## src/rtl/tia_biphase_decoder.sv

```systemverilog
// tia_biphase_decoder: locks onto a 4-step {phi1,phi2,bqb} biphase sequence and flags violations.
// Optional saturating error counter enabled by macro TIA_BIPHASE_ERRCNT_EN.
module tia_biphase_decoder #(
  parameter int LOCK_COUNT = 4,
  parameter int ERR_W = 8
) (
  input  logic clk,
  input  logic r,
  input  logic phi1,
  input  logic phi2,
  input  logic bqb,
  output logic locked,
  output logic [1:0] phase,
  output logic p1_stb,
  output logic p2_stb,
`ifdef TIA_BIPHASE_ERRCNT_EN
  output logic [ERR_W-1:0] err_cnt,
`endif
  output logic err
);
  typedef enum logic [1:0] {HUNT, ACQ, LOCK} state_t;
  localparam logic [3:0] LC = 4'(LOCK_COUNT);
  state_t state_q, state_d;
  logic [3:0] run_q, run_d;
  logic [1:0] exp_q, exp_d, idx, phase_d;
  logic [2:0] s;
  logic legal, hit, zero, locked_d, err_d;
  logic locked_q, p1_q, p2_q, err_q;
  logic [1:0] phase_q;
  assign s = {phi1, phi2, bqb};
  assign legal = s == 3'b101 || s == 3'b001 || s == 3'b010 || s == 3'b000;
  assign idx = s == 3'b101 ? 2'd0 : s == 3'b001 ? 2'd1 : s == 3'b010 ? 2'd2 : 2'd3;
  assign hit = legal && idx == exp_q;
  assign zero = legal && idx == 2'd0;
  always_comb begin
    state_d = state_q;
    run_d = run_q;
    exp_d = exp_q;
    err_d = 1'b0;
    case (state_q)
      HUNT: if (zero) begin
        run_d = 4'd1;
        exp_d = 2'd1;
        state_d = LC == 4'd1 ? LOCK : ACQ;
      end
      ACQ: if (hit) begin
        run_d = run_q < LC ? run_q + 4'd1 : run_q;
        exp_d = exp_q + 2'd1;
        state_d = run_q + 4'd1 >= LC ? LOCK : ACQ;
      end else begin
        run_d = zero ? 4'd1 : 4'd0;
        exp_d = zero ? 2'd1 : 2'd0;
        state_d = zero ? ACQ : HUNT;
      end
      LOCK: if (hit) begin
        exp_d = exp_q + 2'd1;
      end else begin
        err_d = 1'b1;
        run_d = zero ? 4'd1 : 4'd0;
        exp_d = zero ? 2'd1 : 2'd0;
        state_d = zero ? ACQ : HUNT;
      end
      default: begin
        state_d = HUNT;
        run_d = 4'd0;
        exp_d = 2'd0;
      end
    endcase
    // Every path into LOCK consumes an in-sequence sample, so idx is the decoded phase.
    locked_d = state_d == LOCK;
    phase_d = locked_d ? idx : 2'd0;
  end
  always_ff @(posedge clk) begin
    if (r) begin
      state_q <= HUNT;
      run_q <= 4'd0;
      exp_q <= 2'd0;
      locked_q <= 1'b0;
      phase_q <= 2'd0;
      p1_q <= 1'b0;
      p2_q <= 1'b0;
      err_q <= 1'b0;
    end else begin
      state_q <= state_d;
      run_q <= run_d;
      exp_q <= exp_d;
      locked_q <= locked_d;
      phase_q <= phase_d;
      p1_q <= locked_d && idx == 2'd0;
      p2_q <= locked_d && idx == 2'd2;
      err_q <= err_d;
    end
  end
`ifdef TIA_BIPHASE_ERRCNT_EN
  logic [ERR_W-1:0] err_cnt_q;
  always_ff @(posedge clk) begin
    if (r) err_cnt_q <= '0;
    else if (err_d && !(&err_cnt_q)) err_cnt_q <= err_cnt_q + 1'b1;
  end
  assign err_cnt = err_cnt_q;
`endif
  assign locked = locked_q;
  assign phase = phase_q;
  assign p1_stb = p1_q;
  assign p2_stb = p2_q;
  assign err = err_q;
endmodule

```

## config.mk

```make
export PLATFORM = sky130hd
export DESIGN_NAME = tia_biphase_decoder
export DESIGN_NICKNAME = d
export VERILOG_FILES = /design/src/rtl/tia_biphase_decoder.sv
export SDC_FILE = /design/constraint.sdc
export NUM_CORES = 1
export LEC_CHECK = 0
export CAP_MARGIN = 10
export CORE_MARGIN = 4
export CORE_UTILIZATION = 26
export CTS_BUF_LIST = sky130_fd_sc_hd__clkbuf_4
export DETAILED_ROUTE_END_ITERATION = 8
export SLEW_MARGIN = 10
export SYNTH_ARGS = -nofsm -noshare
export SYNTH_HDL_FRONTEND = slang
export SYNTH_SLANG_ARGS = --single-unit
```

## constraint.sdc

```tcl
create_clock -name clk -period 1.7 [get_ports clk]
set_input_delay 0.255 -clock clk [delete_from_list [all_inputs] [get_ports clk]]
set_output_delay 0.255 -clock clk [all_outputs]
set_load 0.05 [all_outputs]
```

# ---- Yosys cells after proc, flatten, opt, wreduce, memory -nomap -nowiden
# Cells that the tools add are included.
dict set report word_totals {
  regBits 14
  input_bits 5
  word_cells 58
}
dict set report op_classes {
  eq_ne 11
  order_cmp 2
  n_reduce_logical 14
  bitwise 2
  addsub 2
  muxes 19
}
# operator count
set op_table {}
lappend op_table {{$mux 2} 8}
lappend op_table {{$mux 4} 4}
lappend op_table {{$pmux 4 s3} 1}
lappend op_table {{$eq 2x2->1 const B} 3}
lappend op_table {{$pmux 2 s3} 1}
lappend op_table {{$reduce_or 2->1} 3}
lappend op_table {{$add 4x1->4 const B} 1}
lappend op_table {{$ge 4x3->1 const B} 1}
lappend op_table {{$logic_and 1x1->1} 4}
lappend op_table {{$logic_not 2->1} 2}
lappend op_table {{$lt 4x3->1 const B} 1}
lappend op_table {{$mux 1} 4}
lappend op_table {{$ne 2x2->1 const B} 2}
lappend op_table {{$pmux 2 s2} 1}
lappend op_table {{$eq 3x1->1 const B} 1}
lappend op_table {{$eq 3x2->1 const B} 1}
lappend op_table {{$eq 3x3->1 const B} 1}
lappend op_table {{$logic_not 3->1} 1}
lappend op_table {{$logic_or 1x1->1} 3}
lappend op_table {{$ne 3x3->1 const B} 1}
lappend op_table {{$reduce_and 3->1} 1}
lappend op_table {{$add 2x1->2 const B} 1}
lappend op_table {{$eq 2x1->1 const B} 1}
lappend op_table {{$eq 2x2->1} 1}
lappend op_table {{$not 1->1} 2}

# ---- Longest topological paths before layout
dict set report logic_depth {
  ltp_word 12
  ltp_mapped 8
  mapped_depth_nobuf 7
}

# ---- Least setup slack after synthesis
# Ideal clock, no wire load.
dict set report synth_timing {
  path_type {register -> register}
  from {reg state_q[0]}
  to {reg p2_q (netlist: p2_stb)}
  path_slack_ps -160
  arrival_time_ps 1725
  setup_time_ps 135
  required_time_ps 1565
  stages_incl_launch_ff 8
  path_cell_list {dfxtp_1 -> inv_1 -> ha_1 -> clkbuf_1 -> a2111o_1 -> and3_1 -> a32oi_2 -> nor4_1}
}
dict set report synth_via {
  elab_chain_len 4
  elab_cells_between_ends 8
  cone_classes {eq/ne (3); mux (3); reduce/logical (2)}
}
# element line
set synth_lines {}
lappend synth_lines {{start: declaration} 23} ;# state_t state_q, state_d;
lappend synth_lines {{start signal: assignment} 84} ;# state_q <= state_d;
lappend synth_lines {{$eq 2x2->1 (tied with other cells)} 40} ;# case (state_q)
lappend synth_lines {{$pmux 2 s3 *} 40}
lappend synth_lines {{$eq 2x2->1 *} 70} ;# locked_d = state_d == LOCK;
lappend synth_lines {{$logic_and 1x1->1 *} 90} ;# p2_q <= locked_d && idx == 2'd2;
lappend synth_lines {{end signal: assignment} 81} ;# p2_q <= 1'b0;
lappend synth_lines {{end signal: assignment} 90}
lappend synth_lines {{end: declaration} 28} ;# logic locked_q, p1_q, p2_q, err_q;
# Mark *: on every way between the ends. The rest lies on a longest branch, timed or not.
# A chain may end at the register's enable or synchronous reset.

# ---- Final worst setup path
dict set report layout_timing {
  from {reg state_q[1]}
  to {reg run_q[0]}
}
dict set report layout_via {
  elab_chain_len 3
  elab_cells_between_ends 8
  cone_classes {eq/ne (5); mux (1); reduce/logical (2)}
}
# element line
set layout_lines {}
lappend layout_lines {{$eq 2x1->1 (tied with other cells)} 40}
lappend layout_lines {{$ne 3x3->1 (no source line) or $ne 2x2->1 (tied branches)} --}
lappend layout_lines {{$reduce_and 3->1 (no source line)} --}
lappend layout_lines {{end signal: assignment} 85} ;# run_q <= run_d;
lappend layout_lines {{end: declaration} 24} ;# logic [3:0] run_q, run_d;
# Several ways; a longest one is shown, not always the timed one.

==> flow_summary.ini <==
[detailed_routing]
wire_per_inst_um = 14.8
post-route-drc-count = 0
route.final.wire_length_um = 2820
viasPerCell = 5.27
dr.pass1.iters = 4
antenna_left = 0
starting_drc_count_in_detailed_routing = 52
routed-via-count = 1002

[synthesis]
synth_xor_area_share_pct = 0.986
postSynthRegisterBits = 14
ys.flop_type = dfxtp_1
post_synth_fa_ha_maj_area_fraction_pct = 7.04
syn_inst = 107
synth_area_per_cell_um2 = 8.30
post_syn_area_um2 = 888
yosys.cell_types.count = 42
yosysWarnings = 0
yosysSeqAreaShare_pct = 31.5
synthesis.nets = 117
synth_async_sr_flop_share_pct = 0
synth_top_family_by_area = simple AND/OR/NAND/NOR gates
synth_enable_flop_cells = 0
simple_logic_cell_fraction_of_the_synthesized_area_pct = 30.7
compound_gate_fraction_of_synth_area_pct = 23.9
yosys-mux-area-fraction_pct = 0

[grt]
grt_antenna_before_repair = 0
first_pass_grt_wire_length_um = 4330
global_route.overflow_total = 0
largest_net_degree_at_the_start_of_global_routing = 11
first_global_vias = 978
grtUsageTotal_pct = 12.8

[critical_path]
reg2reg_setup_slack_ns = 0.02
rr_worst_depth = 7
critical_path.max_stage_delay_ns = 0.44
setup.worst_path.start_class = flop
worst-endpoint-required_ns = 1.88
critical_path.slowest_cell = or3b_1
critical_path_class = flop to flop
crit_path_cell_trace = inv_2 -> ha_2 -> o21a_1 -> a211o_1 -> nand4_1 -> or3b_1 -> o41ai_2
worst_r2r_endpoint = run_q[0]$_SDFFE_PP0P_
crit_path_end_kind = flop
critical_path.reg2reg.startpoint = state_q[1]$_SDFF_PP0_
worst_ep_arrival_time_ns = 1.86
critPathMaxFanout = 3

[timing]
slew_headroom_pct = 76.3
final-max-slew-violation-count = 0
rsz0062_at_grt = true
slew_of_the_pin_with_the_lowest_slew_margin_ns = 0.355
hold_slack_ns = 0.443
setup_ws_ns = 0.0190
timing_hold_violations_final = 0
fin_worst_skew_ns = 0.00691
maximum_clock_frequency_mhz = 595
setup_viol = 0
portion_of_the_clock_cycle_consumed_by_the_worst_path_in_the_final_layout_pct = 98.9
fin_tns_setup_ns = 0
min_period_ns = 1.68

[power]
pwr-share-seq_pct = 50.7
switching_power_mw = 0.181
p_clk_share_pct = 28.6
internal-power_mw = 0.483
portion_of_total_power_attributed_to_combinational_logic_pct = 20.7
worst_ir_drop_vdd_uv = 430
power.density_cell_area_mw_per_mm2 = 465
leakagePower_nw = 0.582
sw_frac_of_total_pct = 27.2
total_power_mw = 0.663

[floorplan]
initial_utilization_pct = 28.2
die_height_um = 66.5
rows = 20
floorplan_die_area_mm2 = 0.00442
io_pins = 11
core_footprint_mm2 = 0.00315
die_width_um = 66.5

[final_layout]
relative_area_change_from_synthesis_to_final_layout_pct = 60.4
antenna_cells = 0
layout-drive-gt1-share_pct = 52.1
finish.net_count = 157

[clock_network]
tritoncts = built
clk_path_buf_depth = 2
clock_sinks = 14
clkLatencyLatePin_ns = 0.28
htree_num_levels = 1
cts-hold-fix-buffers = 0
cts_inserted_buffers = 3
cts.reportedPaths.clkPinSlew_ns = 0.09
cts-root-buf = clkbuf_4

[place]
place_ws_ns = -0.495
finalWeightedCongestion = 0.911
dp_hpwl_um = 2000
port-buffer-count = 10

[hold_path]
hold_worst_path_end = p2_stb$_SDFF_PP0_
hold_path.startpoint = phi2
class_of_the_tightest_hold_or_removal_check = input port to flop
hold_depth = 4

[run]
cap_viol_max_count = 0

[outcome]
status = finished, final reports clean
worst max-delay path, delay by kind of cell, from the launching register on:
kind            cells  cell delay [ns]
compound gates      3             0.31
fa+ha+maj           1             0.22
buf+inv             1             0.08
flops               1             0.33
simple gates        2             0.64
worst max path at each step:
stage / start / end / slack [ns]
2_1_floorplan: state_q[0]$_SDFF_PP0_ / phase[0]$_SDFF_PP0_ / 0.03
3_3_place_gp: phi2 / p2_stb$_SDFF_PP0_ / -0.45
3_5_place_dp: phi2 / phase[1]$_SDFF_PP0_ / -0.49
4_1_cts: state_q[0]$_SDFF_PP0_ / phase[1]$_SDFF_PP0_ / -0.02
5_1_grt: state_q[1]$_SDFF_PP0_ / p2_stb$_SDFF_PP0_ / -0.04
6_report: state_q[1]$_SDFF_PP0_ / run_q[0]$_SDFFE_PP0P_ / 0.02
per-layer routing:
metal,track usage (%),vias up,share of wire [%]
li1,-,470,-
met1,15.5,483,44
met2,20.4,37,49
met3,2.53,12,3.8
met4,8.12,0,3.4
met5,0,-,0
flip-flops by register name, indices dropped and copies added (netlist names):
register	cells
p1_stb	1
run_q	4
exp_q	2
locked	1
state_q	2
p2_stb	1
err	1
phase	2
repair_timing:
| item | 4_1_cts | 5_1_grt |
|---|---|---|
| pin swaps | 7 | 13 |
| resized for setup | 13 | 30 |
| setup buffers | 1 | 2 |
| endpoints found under the setup margin | 12 | 10 |
cell families after synthesis:
group                    Yosys count
AND/OR/NAND/NOR                   49
AO/OA/AOI/OAI                     27
flip-flops                        14
buffers and inverters             11
adder cells (fa/ha/maj)            5
XOR/XNOR                           1
power groups by stage:
| stage | registers, mW | clock network, mW | logic [mW] |
|---|---|---|---|
| floorplan | 0.342 | 0 | 0.0565 |
| global placement | 0.343 | 0 | 0.107 |
| detailed placement | 0.343 | 0 | 0.109 |
| CTS | 0.336 | 0.199 | 0.114 |
| global route | 0.337 | 0.226 | 0.147 |
| finish | 0.336 | 0.189 | 0.137 |
metrics by stage:
| stage | utilization, % | instance area [um^2] | instances |
|---|---|---|---|
| after floorplan | - | 918 | 107 |
| after global placement | 38.8 | 1220 | 183 |
| after detailed placement | 38.8 | 1220 | 183 |
| after CTS | 40.8 | 1280 | 188 |
| after global routing | 45.2 | 1430 | 190 |
| final | 45.2 | 1430 | 190 |
placed cells by master, fill, tap and decap left out, types with 2 or more instances in the layout:
cell           instances
buf_4                 35
dfxtp_1                9
nand3_1                7
a21oi_1                7
nor2_1                 6
inv_1                  4
and2_1                 4
nand2_1                4
dfxtp_2                4
nor2_2                 3
nand4_1                3
nor3_1                 3
ha_2                   3
clkbuf_4               3
inv_2                  2
or3_4                  2
a32oi_4                2
or2_2                  2
a21oi_2                2
nor2b_1                2
o211ai_1               2
nor4_2                 2
dlygate4sd2_1          2
area by class of cell:
type                    instances  area [um^2]
clock inverters                 1         3.75
fillers                       335         1730
multi-input cells              82          726
inverters                       6         22.5
flip-flops and latches         14          289
repair buffers                 40          307
clock buffers                   3         22.5
well taps                      44         55.1
synthesized netlist by cell type (2+ instances only):
master	count	share of area (%)
nor2_1	10	4.2
nor4_1	3	2.1
buf_2	2	1.1
nor3_1	4	2.3
nand2_1	4	1.7
and2_1	4	2.8
o41ai_1	2	2.0
a21oi_1	9	5.1
or3_1	2	1.4
ha_1	5	7.0
o211ai_1	2	1.7
dfxtp_1	14	32
nand3_1	7	3.9
nor2b_1	2	1.4
nand4_1	3	2.1
clkbuf_1	2	0.85
or2_2	2	1.4
inv_1	6	2.5
Power figures use the tool's default switching activity.
